==> config.mk <==
export PLATFORM = sky130hd
export DESIGN_NAME = mem_access_stage
export DESIGN_NICKNAME = d
export VERILOG_FILES = /design/src/rtl/mem_access_stage.sv
export SDC_FILE = /design/constraint.sdc
export NUM_CORES = 1
export LEC_CHECK = 0
export CORE_MARGIN = 4
export CORE_UTILIZATION = 40
export CTS_CLUSTER_DIAMETER = 150
export DETAILED_ROUTE_END_ITERATION = 16
export PLACE_DENSITY = 0.71
export SLEW_MARGIN = 20
export SYNTH_ARGS = -nofsm -noshare
export SYNTH_HDL_FRONTEND = slang
export SYNTH_SLANG_ARGS = --single-unit
==> constraint.sdc <==
create_clock -name clk -period 30.9 [get_ports clk]
set_clock_uncertainty 0.05 [all_clocks]
set_input_delay 6.18 -clock clk [delete_from_list [all_inputs] [get_ports clk]]
set_output_delay 6.18 -clock clk [all_outputs]
set_load 0.1 [all_outputs]
==> src/rtl/mem_access_stage.sv <==
// MEM stage: data-memory request/ack handshake, load alignment and
// registered control bundle toward write-back.
module mem_access_stage #(
  parameter int TIMEOUT = 16
) (
  input  logic        clk,
  input  logic        rst,
  input  logic        valid_in,
  input  logic        flush,
  input  logic [63:0] ALURsltp,
  input  logic [31:0] PCp,
  input  logic [4:0]  RDstp,
  input  logic [1:0]  WDSelp,
  input  logic        RFWrp,
  input  logic        MDIVp,
  input  logic        MemRp,
  input  logic        MemWp,
  input  logic [1:0]  MemSz,
  input  logic        MemSgn,
  input  logic [31:0] WrDat,
  output logic        dm_req,
  output logic        dm_we,
  output logic [31:0] dm_addr,
  output logic [3:0]  dm_be,
  output logic [31:0] dm_wdata,
  input  logic [31:0] dm_rdata,
  input  logic        dm_ack,
  output logic        mem_stall,
  output logic [63:0] ALURslt,
  output logic [31:0] MemRslt,
  output logic [31:0] PC,
  output logic [4:0]  RDst,
  output logic [1:0]  WDSel,
  output logic        RFWr,
  output logic        MDIV,
  output logic        valid_out,
  output logic        err_align,
  output logic        err_tmo
);

  localparam int CW = (TIMEOUT > 1) ? $clog2(TIMEOUT) : 1;
  localparam logic [CW-1:0] LAST = CW'(TIMEOUT - 1);

  typedef enum logic {IDLE, WAIT} state_t;

  state_t        state;
  logic [CW-1:0] cnt;

  logic [63:0] q_alu;
  logic [31:0] q_pc;
  logic [4:0]  q_rdst;
  logic [1:0]  q_wdsel;
  logic        q_rfwr;
  logic        q_mdiv;
  logic        q_memr;
  logic        q_memw;
  logic [1:0]  q_sz;
  logic        q_sgn;
  logic [31:0] q_wdat;
  logic        q_flush;

  logic        busy;
  logic [63:0] c_alu;
  logic [31:0] c_pc;
  logic [4:0]  c_rdst;
  logic [1:0]  c_wdsel;
  logic        c_rfwr;
  logic        c_mdiv;
  logic        c_memr;
  logic        c_memw;
  logic [1:0]  c_sz;
  logic        c_sgn;
  logic [31:0] c_wdat;
  logic [31:0] addr;

  logic        memop;
  logic        mis;
  logic        go;
  logic        tmo;
  logic        done;
  logic        align;
  logic [31:0] lane;
  logic [31:0] ld_data;

  // While waiting, the request is driven from the captured instruction
  assign busy    = (state == WAIT);
  assign c_alu   = busy ? q_alu   : ALURsltp;
  assign c_pc    = busy ? q_pc    : PCp;
  assign c_rdst  = busy ? q_rdst  : RDstp;
  assign c_wdsel = busy ? q_wdsel : WDSelp;
  assign c_rfwr  = busy ? q_rfwr  : RFWrp;
  assign c_mdiv  = busy ? q_mdiv  : MDIVp;
  assign c_memr  = busy ? q_memr  : MemRp;
  assign c_memw  = busy ? q_memw  : MemWp;
  assign c_sz    = busy ? q_sz    : MemSz;
  assign c_sgn   = busy ? q_sgn   : MemSgn;
  assign c_wdat  = busy ? q_wdat  : WrDat;
  assign addr    = c_alu[31:0];

  assign memop = valid_in & (MemRp | MemWp);
  assign mis   = ((c_sz == 2'b01) & addr[0]) |
                 (c_sz[1] & (|addr[1:0]));
  assign go    = ~busy & memop & ~mis & ~flush;
  assign align = ~busy & memop & mis & ~flush;

  assign dm_req    = ~rst & (busy | go);
  assign dm_we     = c_memw;
  assign dm_addr   = {addr[31:2], 2'b00};
  assign tmo       = dm_req & ~dm_ack & (cnt == LAST);
  assign mem_stall = dm_req & ~dm_ack & ~tmo;

  assign done = busy ? (dm_ack & ~(q_flush | flush))
                     : ((valid_in & ~memop & ~flush) | (go & dm_ack));

  always_comb begin
    dm_be    = 4'b1111;
    dm_wdata = c_wdat;
    unique case (c_sz)
      2'b00: begin
        dm_be    = 4'b0001 << addr[1:0];
        dm_wdata = {4{c_wdat[7:0]}};
      end
      2'b01: begin
        dm_be    = addr[1] ? 4'b1100 : 4'b0011;
        dm_wdata = {2{c_wdat[15:0]}};
      end
      default: ;
    endcase
  end

  assign lane = dm_rdata >> {addr[1:0], 3'b000};

  always_comb begin
    ld_data = dm_rdata;
    unique case (c_sz)
      2'b00:   ld_data = {{24{c_sgn & lane[7]}}, lane[7:0]};
      2'b01:   ld_data = {{16{c_sgn & lane[15]}}, lane[15:0]};
      default: ;
    endcase
  end

  always_ff @(posedge clk or posedge rst) begin
    if (rst) begin
      state   <= IDLE;
      cnt     <= '0;
      q_alu   <= '0;
      q_pc    <= '0;
      q_rdst  <= '0;
      q_wdsel <= '0;
      q_rfwr  <= 1'b0;
      q_mdiv  <= 1'b0;
      q_memr  <= 1'b0;
      q_memw  <= 1'b0;
      q_sz    <= '0;
      q_sgn   <= 1'b0;
      q_wdat  <= '0;
      q_flush <= 1'b0;
    end else if (!busy) begin
      q_alu   <= ALURsltp;
      q_pc    <= PCp;
      q_rdst  <= RDstp;
      q_wdsel <= WDSelp;
      q_rfwr  <= RFWrp;
      q_mdiv  <= MDIVp;
      q_memr  <= MemRp;
      q_memw  <= MemWp;
      q_sz    <= MemSz;
      q_sgn   <= MemSgn;
      q_wdat  <= WrDat;
      q_flush <= 1'b0;
      if (go & ~dm_ack & ~tmo) begin
        state <= WAIT;
        cnt   <= CW'(1);
      end
    end else if (dm_ack | tmo) begin
      state   <= IDLE;
      cnt     <= '0;
      q_flush <= 1'b0;
    end else begin
      cnt     <= cnt + CW'(1);
      q_flush <= q_flush | flush;
    end
  end

  // Every edge that does not complete an instruction is a bubble
  always_ff @(posedge clk or posedge rst) begin
    if (rst) begin
      ALURslt   <= '0;
      MemRslt   <= '0;
      PC        <= '0;
      RDst      <= '0;
      WDSel     <= '0;
      RFWr      <= 1'b0;
      MDIV      <= 1'b0;
      valid_out <= 1'b0;
      err_align <= 1'b0;
      err_tmo   <= 1'b0;
    end else begin
      err_align <= align;
      err_tmo   <= tmo;
      valid_out <= done;
      if (done) begin
        ALURslt <= c_alu;
        MemRslt <= c_memr ? ld_data : 32'h0;
        PC      <= c_pc;
        RDst    <= c_rdst;
        WDSel   <= c_wdsel;
        RFWr    <= c_rfwr;
        MDIV    <= c_mdiv;
      end else begin
        ALURslt <= '0;
        MemRslt <= '0;
        PC      <= '0;
        RDst    <= '0;
        WDSel   <= '0;
        RFWr    <= 1'b0;
        MDIV    <= 1'b0;
      end
    end
  end

endmodule

# Word-level counts from Yosys, hierarchy flattened
# Index checks and enable logic that the tools add are counted.
# classes
n_addsub	1
n_eq_ne	2
shift	2
n_mux	32
bitwise_logic	34
reduce_logical	3
# op_table
operator	n
$mux W32	5
$mux W64	2
$pmux W32 S2	2
$shr A32 B5 Y16	1
$and A1 B1 Y1	20
$mux W4	4
$mux W1	13
$mux W5	2
$not A1 Y1	8
$pmux W4 S2	1
$mux W2	3
$or A1 B1 Y1	6
$add A4 B1 Y4 const B	1
$eq A4 B4 Y1 const B	1
$shl A1 B2 Y4 const A	1
$eq A2 B1 Y1 const B	1
$logic_not A2 Y1	1
$reduce_bool A2 Y1	1
$reduce_or A2 Y1	1
# totals
ff_bits	288
output_inout_bits	211
word_cells	98

# Logic depth before layout (Yosys ltp)
# depth
ltp_word	15
ltp_mapped	9
depth_no_buf	6

# Worst setup path before layout
# No wires, ideal clock.
# synth_timing
path_type	input port to output port
startpoint	input ALURsltp[1]
endpoint	output mem_stall
t_arrival_ps	9622
path_slack_ps	15048
cell_stages	4
n_path_buf	0
cell_sequence	a211o_1 > o311ai_2 > a21oi_1 > nor4_1
# synth_between
elab_chain_len	13
# synth_lines
item	line_no	source
from (decl)	10	input logic [63:0] ALURsltp,
$mux W64 *	n/a	
$reduce_or A2 Y1 *	102	(c_sz[1] & (|addr[1:0]));
$and A1 B1 Y1 *	102	
$or A1 B1 Y1 *	101	assign mis = ((c_sz == 2'b01) & addr[0]) |
$not A1 Y1 *	103	assign go = ~busy & memop & ~mis & ~flush;
$and A1 B1 Y1 * (2 in a row)	103	
$or A1 B1 Y1 *	106	assign dm_req = ~rst & (busy | go);
$and A1 B1 Y1 *	106	
$and A1 B1 Y1 *	109, 110	
$and A1 B1 Y1	109	assign tmo = dm_req & ~dm_ack & (cnt == LAST);
$not A1 Y1	110	assign mem_stall = dm_req & ~dm_ack & ~tmo;
$and A1 B1 Y1 *	110	
to (decl)	28	output logic mem_stall,
# Mark *: on every way between the ends. The rest lies on a longest branch, timed or not.

# Worst setup path after layout
# layout_timing
startpoint	input MemSz[1]
endpoint	output dm_wdata[23]
# layout_between
elab_chain_len	3
# layout_lines
item	line_no	source
from (decl)	18	input logic [1:0] MemSz,
$mux W2 *	n/a	
$eq A2 B1 Y1 / $logic_not A2 Y1 (equally long branches)	118	unique case (c_sz)
$pmux W32 S2 *	118	
to (decl)	25	output logic [31:0] dm_wdata,
# Marked as above.

==> results.yml <==
run_status:
  status: "completed"
yosys:
  avgSynthCellArea_um2: 13.0
  ys_ff_latch: 288
  netlist_instances: 901
  synth_area_mm2: 0.0117
  synth_cell_types: 51
  yosysSeqAreaShare: 0.616
  synth_warnings: 0
  async_flop_share: 1.00
  synth_ff_type: "dfrtp_1"
  synth-edff-count: 0
timing:
  fmax_mhz: 65.4
  rsz0062_at_grt: "no"
  drv_slew: 0
  setup_viol: 0
  tightest_slew_ns: 1.06
  min_period_ns: 15.30
  hold_viol: 0
  relSlewSlack: 0.293
  setup_tns_ns: 0
  fin_crit_sh: 0.495
  setup_slack_ns: 15.60
hold_path:
  min_from: "q_rdst[1]$_DFF_PP0_"
  hold_class: "reg2reg"
global_route:
  grt_pass1_vias: 8514
  grt_antenna_before_repair: 0
  grt_remaining_overflow: 0
  grt_pass1_wl_um: 48400
  grt_max_degree: 174
  gr-usage-all-layers: 0.193
clocking:
  cts.sinks: 288
  post_cts_buffers: 0
  clock_latency_ns: 0.54
  cts_inserted_buffers: 30
  htreeDepth: 1
  hold_buffers: 0
  clk_pin_slew_ns: 0.06
  cts_tree: "done"
  cts-root-buf: "clkbuf_16"
  ctsResizeCount: 0
  clk_path_buf_depth: 3
floorplan:
  die_h_um: 179
  rows: 62
  io_pins: 390
  start_util: 0.406
  die_area_mm2: 0.0320
  die_width_um: 179
  coreArea_mm2: 0.0288
final_layout:
  syn_to_final_growth_pct: 41.3
  num-nets-final: 1410
  fin_area_mm2: 0.0165
  final_util: 0.574
  drive_above_1_share: 0.163
critical_path:
  path_max_fanout: 40
  worstSetupEndpointType: "output pin"
  reg2reg_to: "MemRslt[7]$_DFF_PP0_"
  rr_worst_depth: 8
  cp.required_ns: 24.67
  reg2reg_from: "busy$_DFF_PP0_"
  reg2reg_slack_ns: 26.72
  arrival_ns: 9.07
  critical_path.startpoint_type: "input pin"
  crit_end: "dm_wdata[23]"
  crit_type: "in2out"
  critPathLaunch: "MemSz[1]"
detailed_routing:
  drtAntennaViolNets: 0
  via_per_inst: 5.00
  drcViolationCount: 0
  drtPass1Iterations: 5
  routedWlPerCell_um: 19.8
  vias: 8188
  wl_um: 32400
  drtIter0Drc: 456
place:
  gp_congestion: 0.896
  dpl-instance-area_mm2: 0.0156
  dpl.hpwl_um: 22500
  pre_cts_ws_ns: 15.61
  portBuffers: 387
power:
  peakVddDrop_uv: 45.9
  power_leakage_nw: 7.00
  pwr_density_cell_mw_per_mm2: 60.4
job:
  maxCapViolations: 0
## cells in the mapped netlist (all sizes together), types with 7 or more instances
| cell | n | share of area |
|---|---|---|
| inv | 18 | 0.0058 |
| buf | 74 | 0.043 |
| o21ai | 16 | 0.0072 |
| a21oi | 50 | 0.021 |
| o22ai | 8 | 0.0043 |
| a2bb2oi | 7 | 0.0052 |
| mux2 | 131 | 0.13 |
| nor2 | 57 | 0.018 |
| dfrtp | 288 | 0.62 |
| o311ai | 9 | 0.0089 |
| clkbuf | 28 | 0.0090 |
| a21boi | 103 | 0.067 |
| o211ai | 14 | 0.0090 |
| nand2 | 31 | 0.0099 |
| mux2i | 20 | 0.018 |
| nor2b | 9 | 0.0048 |
## worst min-delay path by stage
| stage | cells after the start | to |
|---|---|---|
| after floorplan | 2 | q_flush$_DFF_PP0_ |
| final | 1 | q_rdst[1]$_DFF_PP0_ |
| after CTS | 1 | q_alu[60]$_DFF_PP0_ |
| after global routing | 1 | q_rfwr$_DFF_PP0_ |
| after detailed placement | 1 | q_pc[24]$_DFF_PP0_ |
| after global placement | 1 | q_alu[63]$_DFF_PP0_ |
## stage by stage
stage | std cells | hold WS, ns | total power [W]
final | 1636 | 0.438 | 0.000998
after global routing | 1635 | 0.451 | 0.00104
after CTS | 1635 | 0.442 | 0.00101
after detailed placement | 1582 | 0.428 | 0.000659
after global placement | 1582 | 0.422 | 0.000657
after floorplan | 902 | 0.412 | 0.000592
## cells by family (layout without fill, tap and decap cells)
family / after synthesis / after routing / share of synthesized area
AOI/OAI and AO/OA: 222 / 222 / 0.134
xor gates and xnor gates: 1 / 1 / 0.000749
adders and majority gates: 1 / 1 / 0.00107
buffers and inverters: 121 / 470 / 0.0583
DFF: 288 / 288 / 0.616
muxes: 151 / 151 / 0.144
other: 1 / 3 / 0.000321
and+or+nand+nor: 116 / 116 / 0.0450
## flip-flops by register name, indices dropped and copies added, names as in the netlist, 2 cells and up
name,cells
WDSel,2
MemRslt,32
q_wdat,32
ALURslt,64
q_sz,2
PC,32
q_alu,64
RDst,5
q_rdst,5
cnt,4
q_pc,32
q_wdsel,2
## final cells by class
type | count | area, um2
tap | 384 | 480
multi-input combinational | 493 | 3830
clock buffer | 43 | 881
fill | 2380 | 12200
antenna | 1 | 2.50
clock inverter | 10 | 75.1
inverter | 19 | 78.8
sequential | 288 | 7210
timing repair buffer | 398 | 3970
## worst max-delay path: stages
cell and delay, ns:
clkdlybuf4s50_1 0.61, mux2i_4 0.09, buf_4 0.27, inv_1 0.12, buf_4 0.39, nor2_1 0.11
nor2_1 0.12, clkdlybuf4s50_1 1.14
## placed cells by master, fill, tap and decap left out, drive strengths merged, types with 8 or more instances in the layout
| cell | Yosys | routed |
|---|---|---|
| a21boi | 103 | 103 |
| clkinv | 1 | 10 |
| o311ai | 9 | 9 |
| o211ai | 14 | 14 |
| buf | 74 | 11 |
| dfrtp | 288 | 288 |
| clkdlybuf4s50 | 0 | 387 |
| inv | 18 | 18 |
| nor2b | 9 | 9 |
| o21ai | 16 | 16 |
| nand2 | 31 | 31 |
| o22ai | 8 | 8 |
| nor2 | 57 | 57 |
| mux2 | 131 | 131 |
| mux2i | 20 | 20 |
| clkbuf | 28 | 43 |
| a21oi | 50 | 50 |
## per-layer routing
metal / vias to the layer above / GRT usage / wire (um)
li1: 3756 / - / -
met1: 4052 / 0.226 / 12100
met2: 331 / 0.336 / 16000
met3: 49 / 0.0734 / 3660
met4: 0 / 0.0467 / 633
met5: - / 0 / 0
## where the power goes
part | internal [W] | leakage (nW) | switching (W)
clock | 0.000204 | 0.482 | 0.000143
sequential | 0.000399 | 3.66 | 0.00000847
combinational | 0.0000734 | 2.86 | 0.000170
No activity file was read; power rests on OpenSTA's default activity.
